[src/rtl/mem_load_unit_if.sv]
// Load-unit bus bundle: request inputs, memory read port and result outputs.
// slave = load unit side, master = requester / memory model side.
interface mem_load_unit_if #(
    parameter int DATA_W = 32
);
    logic              start;
    logic [DATA_W-1:0] addr;
    logic [1:0]        size;
    logic              signed_ld;
    logic [DATA_W-1:0] mem_rdata;
    logic              mem_rd;
    logic [DATA_W-1:0] mem_addr;
    logic [DATA_W-1:0] ld_data;
    logic              busy;
    logic              done;
    logic              err;

    modport slave (
        input  start, addr, size, signed_ld, mem_rdata,
        output mem_rd, mem_addr, ld_data, busy, done, err
    );

    modport master (
        output start, addr, size, signed_ld, mem_rdata,
        input  mem_rd, mem_addr, ld_data, busy, done, err
    );
endinterface

[src/rtl/mem_load_unit.sv]
// Memory load unit: aligned read, lane select, sign/zero extend.
// Ports: clk, reset (sync, active-high), bus (mem_load_unit_if.slave).
module mem_load_unit #(
    parameter int DATA_W      = 32,
    parameter int WAIT_CYCLES = 1
) (
    input  logic           clk,
    input  logic           reset,
    mem_load_unit_if.slave bus
);
    localparam int OFF = $clog2(DATA_W / 8);
    localparam int CW  = (WAIT_CYCLES > 1) ? $clog2(WAIT_CYCLES) : 1;
    localparam logic [CW-1:0] CNT_INIT = CW'(WAIT_CYCLES - 1);
    localparam logic [DATA_W-1:0] LOW_MSK = DATA_W'((DATA_W / 8) - 1);

    typedef enum logic [1:0] {
        IDLE,
        REQ,
        WAIT,
        DONE
    } state_t;

    state_t            state_q, state_d;
    logic [OFF-1:0]    k_q, k_d;
    logic [1:0]        size_q, size_d;
    logic              sgn_q, sgn_d;
    logic              err_q, err_d;
    logic [CW-1:0]     cnt_q, cnt_d;
    logic [DATA_W-1:0] maddr_q, maddr_d;
    logic [DATA_W-1:0] ld_q, ld_d;

    logic              err_req;
    logic [DATA_W-1:0] sh;
    logic [DATA_W-1:0] msk;
    logic              msb;
    logic [DATA_W-1:0] ld_next;

    always_comb begin
        err_req = 1'b0;
        unique case (bus.size)
            2'b10:   err_req = bus.addr[0];
            2'b00:   err_req = (bus.addr[1:0] != 2'b00);
            2'b11:   err_req = (DATA_W == 32) || (bus.addr[2:0] != 3'b000);
            default: err_req = 1'b0;
        endcase
    end

    // Valid requests are naturally aligned, so shifting by 8*k lands
    // every size on bit 0; a dword always has k = 0.
    always_comb begin
        sh  = bus.mem_rdata >> {k_q, 3'b000};
        msk = '1;
        msb = 1'b0;
        unique case (size_q)
            2'b01: begin
                msk = DATA_W'(64'hFF);
                msb = sh[7];
            end
            2'b10: begin
                msk = DATA_W'(64'hFFFF);
                msb = sh[15];
            end
            2'b00: begin
                // On a 32-bit bus the mask is all ones, so sign is moot.
                msk = DATA_W'(64'hFFFF_FFFF);
                msb = sh[31];
            end
            default: begin
                msk = '1;
                msb = 1'b0;
            end
        endcase
        ld_next = (sh & msk) | ({DATA_W{sgn_q & msb}} & ~msk);
    end

    always_comb begin
        state_d = state_q;
        k_d     = k_q;
        size_d  = size_q;
        sgn_d   = sgn_q;
        err_d   = err_q;
        cnt_d   = cnt_q;
        maddr_d = maddr_q;
        ld_d    = ld_q;
        unique case (state_q)
            IDLE: begin
                if (bus.start) begin
                    k_d    = bus.addr[OFF-1:0];
                    size_d = bus.size;
                    sgn_d  = bus.signed_ld;
                    err_d  = err_req;
                    if (err_req) begin
                        state_d = DONE;
                    end else begin
                        state_d = REQ;
                        maddr_d = bus.addr & ~LOW_MSK;
                    end
                end
            end
            REQ: begin
                cnt_d   = CNT_INIT;
                state_d = WAIT;
            end
            WAIT: begin
                if (cnt_q == '0) begin
                    ld_d    = ld_next;
                    state_d = DONE;
                end else begin
                    cnt_d = cnt_q - 1'b1;
                end
            end
            DONE: begin
                err_d   = 1'b0;
                state_d = IDLE;
            end
            default: state_d = IDLE;
        endcase
    end

    always_ff @(posedge clk) begin
        if (reset) begin
            state_q <= IDLE;
            k_q     <= '0;
            size_q  <= '0;
            sgn_q   <= 1'b0;
            err_q   <= 1'b0;
            cnt_q   <= '0;
            maddr_q <= '0;
            ld_q    <= '0;
        end else begin
            state_q <= state_d;
            k_q     <= k_d;
            size_q  <= size_d;
            sgn_q   <= sgn_d;
            err_q   <= err_d;
            cnt_q   <= cnt_d;
            maddr_q <= maddr_d;
            ld_q    <= ld_d;
        end
    end

    assign bus.mem_rd   = (state_q == REQ);
    assign bus.mem_addr = maddr_q;
    assign bus.ld_data  = ld_q;
    assign bus.busy     = (state_q != IDLE);
    assign bus.done     = (state_q == DONE);
    assign bus.err      = (state_q == DONE) && err_q;
endmodule
[src/flat_wrapper.sv]
// flat-port wrapper written by rule: the top's interface ports become plain ports
module mem_load_unit_flat 
#(
    parameter int DATA_W      = 32,
    parameter int WAIT_CYCLES = 1
)
  (clk, reset, bus_start, bus_addr, bus_size, bus_signed_ld, bus_mem_rdata, bus_mem_rd, bus_mem_addr, bus_ld_data, bus_busy, bus_done, bus_err);
  mem_load_unit_if #(.DATA_W(DATA_W)) bus_i ();
  input  logic clk;
  input  logic reset;
  input wire logic [$bits(bus_i.start)-1:0] bus_start;
  input wire logic [$bits(bus_i.addr)-1:0] bus_addr;
  input wire logic [$bits(bus_i.size)-1:0] bus_size;
  input wire logic [$bits(bus_i.signed_ld)-1:0] bus_signed_ld;
  input wire logic [$bits(bus_i.mem_rdata)-1:0] bus_mem_rdata;
  output wire logic [$bits(bus_i.mem_rd)-1:0] bus_mem_rd;
  output wire logic [$bits(bus_i.mem_addr)-1:0] bus_mem_addr;
  output wire logic [$bits(bus_i.ld_data)-1:0] bus_ld_data;
  output wire logic [$bits(bus_i.busy)-1:0] bus_busy;
  output wire logic [$bits(bus_i.done)-1:0] bus_done;
  output wire logic [$bits(bus_i.err)-1:0] bus_err;
  assign bus_i.start = bus_start;
  assign bus_i.addr = bus_addr;
  assign bus_i.size = bus_size;
  assign bus_i.signed_ld = bus_signed_ld;
  assign bus_i.mem_rdata = bus_mem_rdata;
  assign bus_mem_rd = bus_i.mem_rd;
  assign bus_mem_addr = bus_i.mem_addr;
  assign bus_ld_data = bus_i.ld_data;
  assign bus_busy = bus_i.busy;
  assign bus_done = bus_i.done;
  assign bus_err = bus_i.err;
  mem_load_unit #(.DATA_W(DATA_W), .WAIT_CYCLES(WAIT_CYCLES)) u_core (.clk(clk), .reset(reset), .bus(bus_i));
endmodule
[config.mk]
export PLATFORM = sky130hd
export DESIGN_NAME = mem_load_unit_flat
export DESIGN_NICKNAME = d
export VERILOG_FILES = /design/src/rtl/mem_load_unit_if.sv /design/src/rtl/mem_load_unit.sv /design/src/flat_wrapper.sv
export SDC_FILE = /design/constraint.sdc
export NUM_CORES = 1
export LEC_CHECK = 0
export BUFFER_PORTS_ARGS = -buffer_cell sky130_fd_sc_hd__buf_2
export CAP_MARGIN = 20
export CORE_UTILIZATION = 45
export DETAILED_ROUTE_END_ITERATION = 10
export PLACE_DENSITY = 0.75
export RECOVER_POWER = 50
export SLEW_MARGIN = 20
export SYNTH_ARGS = -nofsm -noshare
export SYNTH_HDL_FRONTEND = slang
export SYNTH_SLANG_ARGS = --single-unit
[constraint.sdc]
create_clock -name clk -period 2.3 [get_ports clk]
set_input_delay 0.23 -clock clk [delete_from_list [all_inputs] [get_ports clk]]
set_output_delay 0.23 -clock clk [all_outputs]
set_load 0.05 [all_outputs]
==> impl_metrics.env <==
export IMPL_synth_main_ff_cell="dfxtp_1"
export IMPL_area_growth_pct=26.6
export IMPL_ir_worst_vdd_v=0.000669
export IMPL_cp_buffers_inverters=2
export IMPL_wl_um=9040
export IMPL_busiest_layer="met2"
export IMPL_min_period_over_period_pct=83.9
export IMPL_post_cts_buffers=0
export IMPL_antenna_found_initial=0
export IMPL_clk_pin_slew_worst_paths_ns=0.07
export IMPL_grt_max_degree=58
export IMPL_pin_count=138
export IMPL_grt_met3_usage_pct=7.56
export IMPL_setup_viol=0
export IMPL_portBuffers=135
export IMPL_layout_min_cycle_time_ns=1.93
export IMPL_wl_per_cell_um=15.0
export IMPL_root_buffer="clkbuf_8"
export IMPL_final_util_pct=58.8
export IMPL_slowest_stage="buf_2"
export IMPL_p_leak_nw=1.61
export IMPL_relSlewSlack_pct=32.3
export IMPL_grt_pass1_wl_um=14600
export IMPL_tightest_slew_ns=1.01
export IMPL_viasPerCell=5.48
export IMPL_diodes=0
export IMPL_layout_nets=580
export IMPL_via_count=3311
export IMPL_crit_chain="inv_1, ha_2, buf_2, nor2_1, a311oi_1"
export IMPL_syn_inst=381
export IMPL_cpPeakStageDelay_ns=0.78
export IMPL_rsz0062_at_grt="false"
export IMPL_grt_pass1_vias=3174
export IMPL_clk_insertion_delay_late_ns=0.34
export IMPL_worstPathArrival_ns=2.17
export IMPL_outcome="finished, violations left"
export IMPL_gr_usage_all_layers_pct=23.9
export IMPL_tns_ns=0
export IMPL_die_h_um=88.3
export IMPL_crit_path_end_kind="flip-flop"
export IMPL_die_w_um=88.3
export IMPL_rows=31
export IMPL_place_congestion=0.887
export IMPL_dr_pass1_iters=7
export IMPL_grt_overflow_total=0
export IMPL_maxCapViolations=0
export IMPL_hp_class="primary input to flip-flop"
export IMPL_coreArea_sq_um=7210
export IMPL_cts_sinks=70
export IMPL_drcViolationCount=2
export IMPL_h_tree_depth=3
export IMPL_yosys_area_top_type_share_pct=41.8
export IMPL_synth_seq_cells=70
export IMPL_use_met1_pct=28.3
export IMPL_dieArea_sq_um=7800
export IMPL_start_kind="flip-flop"
export IMPL_fmax_mhz=518
export IMPL_cts_resized_gates=0
export IMPL_synth_edf_count=0
export IMPL_cp_max_fo=57
export IMPL_netlist_area_sq_um=3350
export IMPL_numCtsBuffers=9
export IMPL_drtIter0Drc=104
export IMPL_synth_area_leaders="dfxtp_1, a311oi_1, a21oi_1"
export IMPL_seq_area_frac_synth_pct=41.8
export IMPL_slew_violations=0
export IMPL_grt_use_met2_pct=40.2
export IMPL_antenna_left=0
export IMPL_yosysWarningCount=0
export IMPL_critPathTopFamily="buffers and inverters"
export IMPL_async_flop_share_pct=0
export IMPL_yosysUniqueCellTypes=33
export IMPL_violations="design-rule violations"
export IMPL_synth_area_per_cell_sq_um=8.80
export IMPL_hold_viol=0
export IMPL_critPathKind="flip-flop to flip-flop"
export IMPL_layout_drive_gt1_share_pct=22.6
export IMPL_dpl_hpwl_um=6330
export IMPL_clock_path_buffers=2
export IMPL_cts_tree="yes"
export IMPL_p_per_area_nw_per_um2=1280
export IMPL_fin_skew_ns=0.00651
export IMPL_yosysTopAreaCell="dfxtp_1"
export IMPL_worstPathRequired_ns=2.54
export IMPL_cts_hold_buf=0
export IMPL_initial_core_util_pct=46.5
## where the power goes
group	internal, W	switching (W)	leakage [nW]	total (W)
Sequential	0.00151	0.000182	0.572	0.00169
Combinational	0.000701	0.00193	0.920	0.00263
Clock	0.000660	0.000441	0.115	0.00110
## cells in the final DEF, fill, tap and decap left out, types with 8 or more instances in the layout
cell | netlist | layout
buf_2 | 5 | 72
dfxtp_1 | 70 | 70
clkbuf_1 | 25 | 64
a21oi_1 | 38 | 38
nor2_1 | 36 | 36
o21ai_0 | 31 | 31
nand3_1 | 30 | 30
nand2_1 | 28 | 28
a311oi_1 | 24 | 24
mux2i_1 | 18 | 18
nand2b_1 | 13 | 13
clkbuf_8 | 0 | 11
ha_1 | 9 | 8
## metrics by stage
| step | setup WS [ns] | std cells | hold slack [ns] | instance area (sq um) | total power, W |
|---|---|---|---|---|---|
| final | 0.370 | 604 | 0.133 | 4250 | 0.00542 |
| after detailed placement | 0.393 | 589 | 0.463 | 4120 | 0.00444 |
| after global routing | 0.157 | 604 | 0.118 | 4250 | 0.00576 |
| after global placement | 0.508 | 589 | 0.440 | 4120 | 0.00439 |
| after floorplan | 0.682 | 382 | 0.366 | 3360 | 0.00378 |
| after CTS | 0.384 | 604 | 0.123 | 4340 | 0.00555 |
## worst min-delay path: stages
cell     delay [ns]
buf_2          0.10
nand3_1        0.05
a21oi_1        0.05
## cell usage after synthesis, types with 9 or more instances
cell type  instances
dfxtp_1           70
a21oi_1           38
nor2_1            36
o21ai_0           31
nand3_1           30
nand2_1           28
clkbuf_1          25
a311oi_1          24
mux2i_1           18
nand2b_1          13
ha_1               9
## final timing paths
path / from / slack [ns] / end / cells past startpoint
max: u_core.state_q[0]$_SDFFE_PP0P_ / 0.37 / u_core.bus.ld_data[29]$_SDFFE_PP0P_ / 5
min: bus_addr[10] / 0.13 / u_core.bus.mem_addr[10]$_SDFFE_PP0P_ / 3
max reg2reg: u_core.state_q[0]$_SDFFE_PP0P_ / 0.37 / u_core.bus.ld_data[29]$_SDFFE_PP0P_ / 5
min reg2reg: u_core.sgn_q$_SDFFE_PP0P_ / 0.47 / u_core.sgn_q$_SDFFE_PP0P_ / 2
## layout make-up
type / instances / area [sq um]
repair buffers: 145 / 693
flip-flops and latches: 70 / 1400
inverters: 6 / 22.5
fillers: 697 / 2970
well taps: 99 / 124
clock buffers: 11 / 151
clock inverters: 4 / 70.1
multi-input cells: 269 / 1780
## sequential cells by signal, summed over array words and instances, names as in the netlist
name	count
u_core.k_q	2
u_core.bus.ld_data	32
u_core.err_q	1
u_core.bus.mem_addr	30
u_core.state_q	2
u_core.size_q	2
u_core.sgn_q	1
## cell families (layout without fill, tap and decap cells)
| logic type | Yosys count | in the layout | synth area share [%] |
|---|---|---|---|
| compound gates | 109 | 109 | 20.8 |
| fa+ha+maj | 9 | 9 | 3.36 |
| buf+inv | 43 | 166 | 5.67 |
| flops | 70 | 70 | 41.8 |
| mux | 32 | 32 | 12.4 |
| other cells | 1 | 2 | 0.112 |
| simple gates | 117 | 117 | 15.9 |
## metal layers
layer	vias up	share of wire [%]
met3	13	8.5
met4	0	1.7
met2	123	47
met1	1572	43
met5	-	0
li1	1603	-
Power figures use the tool's default switching activity.
